===== src/rtl/mem_access_unit.sv =====
// -----------------------------------------------------------------------------
// mem_access_unit
//   Load/store access unit between the CPU MEM stage and a slow word-wide data
//   memory. Accepts one byte/half/word access per request (RISC-V funct3),
//   builds byte enables and lane-replicated store data, sign/zero-extends load
//   data, stalls the pipeline until the memory acknowledges, and reports
//   misaligned, illegal or timed-out accesses.
//
// Ports
//   clk, rst        clock; synchronous active-low reset
//   cpu_req/we      request strobe (sampled in IDLE) / 1 = store
//   cpu_addr        byte address
//   cpu_wdata       store data (low bits significant for SB/SH)
//   cpu_f3          funct3: LB0 LH1 LW2 LBU4 LHU5 / SB0 SH1 SW2
//   cpu_stall       combinational pipeline hold
//   cpu_done/err    one-cycle completion / error pulses
//   cpu_rdata       extended load result, held until the next successful load
//   mem_req/we      memory request (held until ack) / write enable
//   mem_addr        word address
//   mem_wdata/be    lane-replicated store data / byte enables (all ones on loads)
//   mem_ack/rdata   memory acknowledge / read word
// -----------------------------------------------------------------------------
module mem_access_unit #(
  parameter int unsigned ADDR_W  = 10,
  parameter int unsigned TIMEOUT = 15,
  parameter int unsigned TO_W    = 4
) (
  input  logic              clk,
  input  logic              rst,
  input  logic              cpu_req,
  input  logic              cpu_we,
  input  logic [31:0]       cpu_addr,
  input  logic [31:0]       cpu_wdata,
  input  logic [2:0]        cpu_f3,
  output logic              cpu_stall,
  output logic              cpu_done,
  output logic              cpu_err,
  output logic [31:0]       cpu_rdata,
  output logic              mem_req,
  output logic              mem_we,
  output logic [ADDR_W-1:0] mem_addr,
  output logic [31:0]       mem_wdata,
  output logic [3:0]        mem_be,
  input  logic              mem_ack,
  input  logic [31:0]       mem_rdata
);

  typedef enum logic [1:0] {
    S_IDLE   = 2'd0,
    S_ACCESS = 2'd1,
    S_DONE   = 2'd2,
    S_ERR    = 2'd3
  } state_t;

  state_t            r_state;
  state_t            w_next;

  logic [TO_W-1:0]   r_cnt;
  logic              r_done;
  logic              r_err;
  logic              r_mem_req;
  logic              r_we;
  logic [2:0]        r_f3;
  logic [1:0]        r_lane;
  logic [ADDR_W-1:0] r_addr;
  logic [31:0]       r_wdata;
  logic [3:0]        r_be;
  logic [31:0]       r_rdata;

  logic              w_illegal;
  logic              w_misalign;
  logic              w_bad;
  logic              w_accept;
  logic              w_last;
  logic [3:0]        w_be;
  logic [31:0]       w_wd;
  logic [7:0]        w_byte;
  logic [15:0]       w_half;
  logic [31:0]       w_load;
  logic              w_unused;

  // Upper byte-address bits are outside the memory's word space.
  assign w_unused = &{1'b0, cpu_addr[31:ADDR_W+2]};

  // Request legality: stores allow only 0..2, loads allow 0,1,2,4,5.
  assign w_illegal  = cpu_we ? (cpu_f3 > 3'd2)
                             : ((cpu_f3 == 3'd3) || (cpu_f3[2:1] == 2'b11));
  assign w_misalign = ((cpu_f3[1:0] == 2'b01) && cpu_addr[0]) ||
                      ((cpu_f3[1:0] == 2'b10) && (cpu_addr[1:0] != 2'b00));
  assign w_bad      = w_illegal | w_misalign;
  assign w_accept   = (r_state == S_IDLE) && cpu_req && !w_bad;
  assign w_last     = (r_cnt == TO_W'(TIMEOUT - 1));

  // Store lane placement; loads read the whole word.
  always_comb begin : lane_gen
    w_be = 4'b1111;
    w_wd = cpu_wdata;
    if (cpu_we) begin
      case (cpu_f3[1:0])
        2'b00: begin
          w_be = 4'b0001 << cpu_addr[1:0];
          w_wd = {4{cpu_wdata[7:0]}};
        end
        2'b01: begin
          w_be = cpu_addr[1] ? 4'b1100 : 4'b0011;
          w_wd = {2{cpu_wdata[15:0]}};
        end
        default: ;
      endcase
    end
  end

  // Load lane extraction and extension from the latched request.
  always_comb begin : load_ext
    w_byte = mem_rdata[7:0];
    case (r_lane)
      2'd1:    w_byte = mem_rdata[15:8];
      2'd2:    w_byte = mem_rdata[23:16];
      2'd3:    w_byte = mem_rdata[31:24];
      default: w_byte = mem_rdata[7:0];
    endcase
    w_half = r_lane[1] ? mem_rdata[31:16] : mem_rdata[15:0];
    case (r_f3)
      3'd0:    w_load = {{24{w_byte[7]}}, w_byte};
      3'd1:    w_load = {{16{w_half[15]}}, w_half};
      3'd4:    w_load = {24'd0, w_byte};
      3'd5:    w_load = {16'd0, w_half};
      default: w_load = mem_rdata;
    endcase
  end

  // Next-state logic.
  always_comb begin : fsm_next
    w_next = r_state;
    case (r_state)
      S_IDLE: begin
        if (cpu_req) w_next = w_bad ? S_ERR : S_ACCESS;
      end
      S_ACCESS: begin
        // An ack on the final count still completes successfully.
        if (mem_ack)     w_next = S_DONE;
        else if (w_last) w_next = S_ERR;
      end
      S_DONE:  w_next = S_IDLE;
      S_ERR:   w_next = S_IDLE;
      default: w_next = S_IDLE;
    endcase
  end

  // State, request latches and registered outputs.
  always_ff @(posedge clk) begin : fsm_reg
    if (!rst) begin
      r_state   <= S_IDLE;
      r_cnt     <= '0;
      r_done    <= 1'b0;
      r_err     <= 1'b0;
      r_mem_req <= 1'b0;
      r_we      <= 1'b0;
      r_f3      <= 3'd0;
      r_lane    <= 2'd0;
      r_addr    <= '0;
      r_wdata   <= 32'd0;
      r_be      <= 4'd0;
      r_rdata   <= 32'd0;
    end else begin
      r_state   <= w_next;
      r_done    <= (w_next == S_DONE) || (w_next == S_ERR);
      r_err     <= (w_next == S_ERR);
      r_mem_req <= (w_next == S_ACCESS);
      if (w_accept) begin
        r_we    <= cpu_we;
        r_f3    <= cpu_f3;
        r_lane  <= cpu_addr[1:0];
        r_addr  <= cpu_addr[ADDR_W+1:2];
        r_wdata <= w_wd;
        r_be    <= w_be;
        r_cnt   <= '0;
      end else if ((r_state == S_ACCESS) && !mem_ack) begin
        r_cnt   <= r_cnt + TO_W'(1);
      end
      if ((r_state == S_ACCESS) && mem_ack && !r_we) r_rdata <= w_load;
    end
  end

  assign cpu_stall = ((r_state == S_IDLE) && cpu_req) || (r_state == S_ACCESS);
  assign cpu_done  = r_done;
  assign cpu_err   = r_err;
  assign cpu_rdata = r_rdata;
  assign mem_req   = r_mem_req;
  assign mem_we    = r_we;
  assign mem_addr  = r_addr;
  assign mem_wdata = r_wdata;
  assign mem_be    = r_be;

endmodule


===== config.mk =====
export PLATFORM = sky130hd
export DESIGN_NAME = mem_access_unit
export DESIGN_NICKNAME = d
export VERILOG_FILES = /design/src/rtl/mem_access_unit.sv
export SDC_FILE = /design/constraint.sdc
export NUM_CORES = 1
export LEC_CHECK = 0
export ABC_AREA = 1
export BUFFER_PORTS_ARGS = -buffer_cell sky130_fd_sc_hd__buf_2
export CELL_PAD_IN_SITES_DETAIL_PLACEMENT = 0
export CELL_PAD_IN_SITES_GLOBAL_PLACEMENT = 1
export CORE_MARGIN = 2
export CORE_UTILIZATION = 33
export CTS_BUF_LIST = sky130_fd_sc_hd__clkbuf_8
export DETAILED_ROUTE_END_ITERATION = 12
export PLACE_DENSITY_LB_ADDON = 0.1
export SLEW_MARGIN = 20
export SYNTH_ARGS = -nofsm -noshare
export SYNTH_HDL_FRONTEND = slang
export SYNTH_SLANG_ARGS = --single-unit
export TNS_END_PERCENT = 1

===== constraint.sdc =====
create_clock -name clk -period 1.6 [get_ports clk]
set_clock_uncertainty 0.05 [all_clocks]
set_input_delay 0.16 -clock clk [delete_from_list [all_inputs] [get_ports clk]]
set_output_delay 0.16 -clock clk [all_outputs]
set_load 0.02 [all_outputs]

# Yosys cells after proc, flatten, opt, wreduce, memory -nomap -nowiden
# Index checks and enable logic that the tools add are counted.
[op_classes]
n_eq_ne = 17
bitwise = 2
n_mux = 14
addsub = 1
shifts = 1
magnitude_cmp = 1
reduce_logical = 20
[ops]
columns = ["cell", "n"]
rows = [
  ["$pmux 32 s4", 1],
  ["$pmux 32 s2", 1],
  ["$mux 32", 1],
  ["$pmux 8 s3", 1],
  ["$eq 2x2->1 const B", 8],
  ["$mux 16", 1],
  ["$eq 2x1->1 const B", 4],
  ["$mux 2", 4],
  ["$mux 4", 2],
  ["$pmux 4 s2", 1],
  ["$logic_and 1x1->1", 7],
  ["$eq 3x3->1 const B", 2],
  ["$pmux 2 s3", 1],
  ["$add 4x1->4 const B", 1],
  ["$eq 4x4->1 const B", 1],
  ["$logic_not 2->1", 2],
  ["$logic_or 1x1->1", 4],
  ["$reduce_or 2->1", 2],
  ["$shl 1x2->4 const A", 1],
  ["$eq 3x1->1 const B", 1],
  ["$eq 3x2->1 const B", 1],
  ["$gt 3x2->1 const B", 1],
  ["$logic_not 1->1", 3],
  ["$logic_not 3->1", 1],
  ["4 further kinds", 4],
]
[totals]
inputBits = 104
output_inout_bits = 83
word_cells = 68
regBits = 93

# Depth between registers and ports, before layout
[logic_depth]
word_depth = 9
depth_mapped = 9

# Worst setup path before layout
# OpenSTA, ideal clock, no wires.
[synth_path]
path_type = "register to register"
from = "register r_we (netlist: mem_we)"
to = "register r_rdata[6] (netlist: cpu_rdata[6])"
t_arrival_ns = 1.147
path_slack_ns = 0.284
setup_time_ns = 0.119
period_less_slack_ns = 1.316
required_ns = 1.431
path_stages_with_launch = 8
path_cell_list = "dfxtp_1 -> inv_1 -> nand3_4 -> inv_2 -> buf_6 -> buf_4 -> o21ai_0 -> a21oi_1"
[synth_between]
elab_chain_cells = 2
[synth_lines]
columns = ["item", "line_no", "source"]
rows = [
  ["start: declaration", "62", "logic r_we;"],
  ["start signal: assignment", "171", "r_we <= cpu_we;"],
  ["$logic_not 1->1", "181", "if ((r_state == S_ACCESS) && mem_ack && !r_we) r_rdata <= w_load;"],
  ["$logic_and 1x1->1", "181", ""],
  ["end signal: assignment", "181", ""],
  ["end: declaration", "68", "logic [31:0] r_rdata;"],
]
# No other way between the ends.
# A chain may end at the register's enable or synchronous reset.

# Worst setup path after layout
[layout_path]
from = "register r_lane[1]"
to = "register r_rdata[27] (netlist: cpu_rdata[27])"
[layout_between]
elab_chain_cells = 3
word_cells_on_any_way = 6
classes_between = "3 x eq/ne; 3 x mux"
[layout_lines]
columns = ["item", "line_no", "source"]
rows = [
  ["start: declaration", "64", "logic [1:0] r_lane;"],
  ["start signal: assignment", "173", "r_lane <= cpu_addr[1:0];"],
  ["$eq 2x2->1 or $eq 2x1->1 (tied branches)", "116", "case (r_lane)"],
  ["$pmux 8 s3", "116", ""],
  ["$pmux 32 s4 *", "123", "case (r_f3)"],
]
# Every way passes the cells marked *; elsewhere a longest branch is shown, timed or not.

==> qor.txt <==
outcome: finished clean
number of max-slew violations in the final report: 0
sequential element share of the synthesized area: 41.81%
maximum number of pins on one net before global-route repair: 39
worst hold path startpoint: cpu_wdata[7]
internal power summed over all cells: 4096 uW
fraction of synthesized cell area taken by the top area cell type: 41.81%
nets: 953
Area contributors post-synth: sky130_fd_sc_hd__dfxtp_1, sky130_fd_sc_hd__nand2_1, sky130_fd_sc_hd__nor2_1
final critical-path setup slack: 0.1186 ns
power density cells: 987.7 nW/um^2
row cnt: 42
placeable core region: 13190 sq um
switching power: 1717 uW
IO Pins: 187
share of total power in combinational logic: 20.7%
routed wire length: 13920 microns
global-route wire length before repair: 22330 microns
worst-case register-to-register setup slack: 0.12 ns
HPWL after detailed placement: 10210 microns
antenna violations before repair: 2
Die X: 120.2 microns
Endpoint, Worst Hold: mem_wdata[7]
clock tree from TritonCTS: yes
leakage component of the power: 0.003050 uW
sequential group share of total power: 43.6%
Hold Fails Final Rpt: 0
Sw Share: 29.53%
r2r startpoint: r_lane[1]
via count of the first global-routing pass: 4555
Crit Path Class: register to register
number of cells on the worst hold path: 3
worst r2r dst: cpu_rdata[27]
number of filler instances in the final layout: 1462
Syn Area/Cell: 6.568 sq um
DR vias: 4813
number of buffers added by the clock tree synthesis step: 9
netlist area before placement: 4453 sq um
sum of negative setup slack: 0 ns
length in cells of the worst reg-to-reg path: 8
Worst Max-Slew Pin Slew: 0.5115 ns
TritonCTS sink count: 93
synth unique cells: 26
highest net fanout along the worst path: 20
final critical delay including setup and external delays: 1.481 ns
# setup viols final: 0
setup slack after placement: 0.03485 ns
largest area contributor in the netlist: sky130_fd_sc_hd__dfxtp_1
number of vias per cell: 4.682
H-tree Lvls: 3
post-route antenna net violation count: 0
later-pin clock latency in the skew report: 0.38 ns
vertical die dimension: 120.2 microns
total routing usage reported by global routing: 19.57%
Area Overhead vs Synth: 32.17%
routability congestion estimate: 0.8051
Clk pin slew, worst setup/hold paths: 0.10 ns
DR WL/cell: 13.54 microns
maximum number of buffers from clock root to sink: 2
Tcrit/Tclk final: 92.59%
# DRC: 0
total of buffers placed on input and output ports: 166
die area: 14440 sq um
FMAX: 0.6750 GHz
arrival time reported for the critical path endpoint: 1.71 ns
Tightest Hold Check Type: input port to register
total of warnings raised by yosys: 0
Diodes inserted: 0
Post-Syn Nets: 784
CP Launch Type: register
initial cell density of the core: 33.76%
post-CTS setup buffers: 0
synthesized flop and latch total: 93
Detailed Route Iter0 Violations: 230
Post-Syn Instances: 678
total gr overflow: 0
clock root buffer: sky130_fd_sc_hd__clkbuf_8
unrepaired setup endpoints after global routing: no
fraction of layout instances using a drive strength above 1: 25.94%
Max VDD drop: 0.0004279 V
worst slew slack as a fraction of its limit: 65.67%
post-detailed-placement cell area: 5485 sq um
Max Cap Violations: 0
portion of total power attributed to the clock network: 35.6%
Data required, critical path: 1.82 ns
first-pass iteration count of the detailed router: 4
final instance area: 5886 sq um
capturing element type of the critical path: register
## placed cells by master, fill, tap and decap left out, drive strengths merged
cell type | Yosys | final
nand3 | 34 | 34
inv | 54 | 56
ha | 2 | 2
buf | 25 | 185
clkinv | 0 | 1
dfxtp | 93 | 93
a21oi | 63 | 63
or2 | 2 | 2
xor2 | 1 | 1
nor2 | 118 | 118
bufinv | 0 | 4
clkbuf | 13 | 9
dlygate4sd3 | 0 | 11
nor3b | 1 | 1
nand4 | 3 | 3
nand2 | 186 | 186
o21ai | 83 | 83
## synth_stat cells, drive strengths merged
cell and count:
a21oi 63, buf 25, clkbuf 13, dfxtp 93, ha 2, inv 54
nand2 186, nand3 34, nand4 3, nor2 118, nor3b 1, o21ai 83
or2 2, xor2 1
## worst max-delay path by stage
stage	start	endpoint	slack [ns]	cells past startpoint
5_1_grt	r_lane[1]	cpu_rdata[27]	0.0007	8
4_1_cts	r_lane[1]	cpu_rdata[27]	0.01	8
3_5_place_dp	r_lane[1]	cpu_rdata[27]	0.03	8
3_3_place_gp	cpu_f3[0]	mem_wdata[10]	0.08	8
2_1_floorplan	mem_we	cpu_rdata[6]	0.28	7
6_report	r_lane[1]	cpu_rdata[27]	0.12	8
## stage by stage
| step | util (%) | hold WS, ns | power, uW | instances |
|---|---|---|---|---|
| final | 44.62 | 0.02168 | 5813 | 1028 |
| after global routing | 44.62 | 0.02575 | 6130 | 1028 |
| after CTS | 44.40 | 0.006603 | 5882 | 1028 |
| after detailed placement | 41.59 | 0.3688 | 3769 | 1001 |
| after global placement | 41.59 | 0.3605 | 3757 | 1001 |
| after floorplan | - | 0.2527 | 3318 | 678 |
## worst max-delay path, cell delays in order, from the launching register on
cell	delay (ns)
sky130_fd_sc_hd__dfxtp_2	0.41
sky130_fd_sc_hd__inv_1	0.11
sky130_fd_sc_hd__nand2_1	0.09
sky130_fd_sc_hd__nand3_1	0.16
sky130_fd_sc_hd__nand4_4	0.18
sky130_fd_sc_hd__buf_12	0.16
sky130_fd_sc_hd__nand3_1	0.09
sky130_fd_sc_hd__nand2_1	0.08
sky130_fd_sc_hd__inv_1	0.03
## what timing repair did
item | in CTS | in global routing
hold buffers | 11 | 0
gates resized for setup | 0 | 6
hold endpoints to repair | 11 | 0
setup endpoints to repair | 0 | 26
## cell families (layout without fill, tap and decap cells)
| logic type | Yosys count | after routing | synth area share (%) |
|---|---|---|---|
| and+or+nand+nor | 344 | 344 | 31.36 |
| AOI/OAI and AO/OA | 146 | 146 | 16.49 |
| DFF | 93 | 93 | 41.81 |
| buffers and inverters | 92 | 266 | 9.581 |
| adders and majority gates | 2 | 2 | 0.5619 |
| xor gates and xnor gates | 1 | 1 | 0.1967 |
## state kept, by name, indices dropped and copies added, names as in the netlist
register and cells:
cpu_done 1, cpu_err 1, cpu_rdata 32, mem_addr 10
mem_be 4, mem_req 1, mem_wdata 32, mem_we 1
r_cnt 4, r_f3 3, r_lane 2, r_state 2
## power by group through the flow
stage / logic, uW / clock network, uW / registers [uW]
after floorplan: 578 / 0 / 2740
after global placement: 1170 / 0 / 2580
after detailed placement: 1180 / 0 / 2590
after CTS: 1210 / 2140 / 2540
after global routing: 1350 / 2230 / 2560
final: 1210 / 2070 / 2540
## per-layer routing
layer | global-route usage, % | up-vias | routed length, microns
met5 | 0 | - | 15
met4 | 7.721 | 4 | 252
met3 | 4.373 | 22 | 875
met2 | 32.39 | 127 | 6548
met1 | 24.69 | 2168 | 6232
li1 | - | 2492 | -
## cell type report
class,instances,area (sq um),area share (%)
Timing Repair Buffer,196,1150,19.54
Inverter,54,202.7,3.444
Clock inverter,7,137.6,2.338
Clock buffer,9,123.9,2.105
Sequential cell,93,1863,31.65
Tap cell,176,220.2,3.741
Multi-Input combinational cell,493,2188,37.18
No activity file was read; power rests on OpenSTA's default activity.
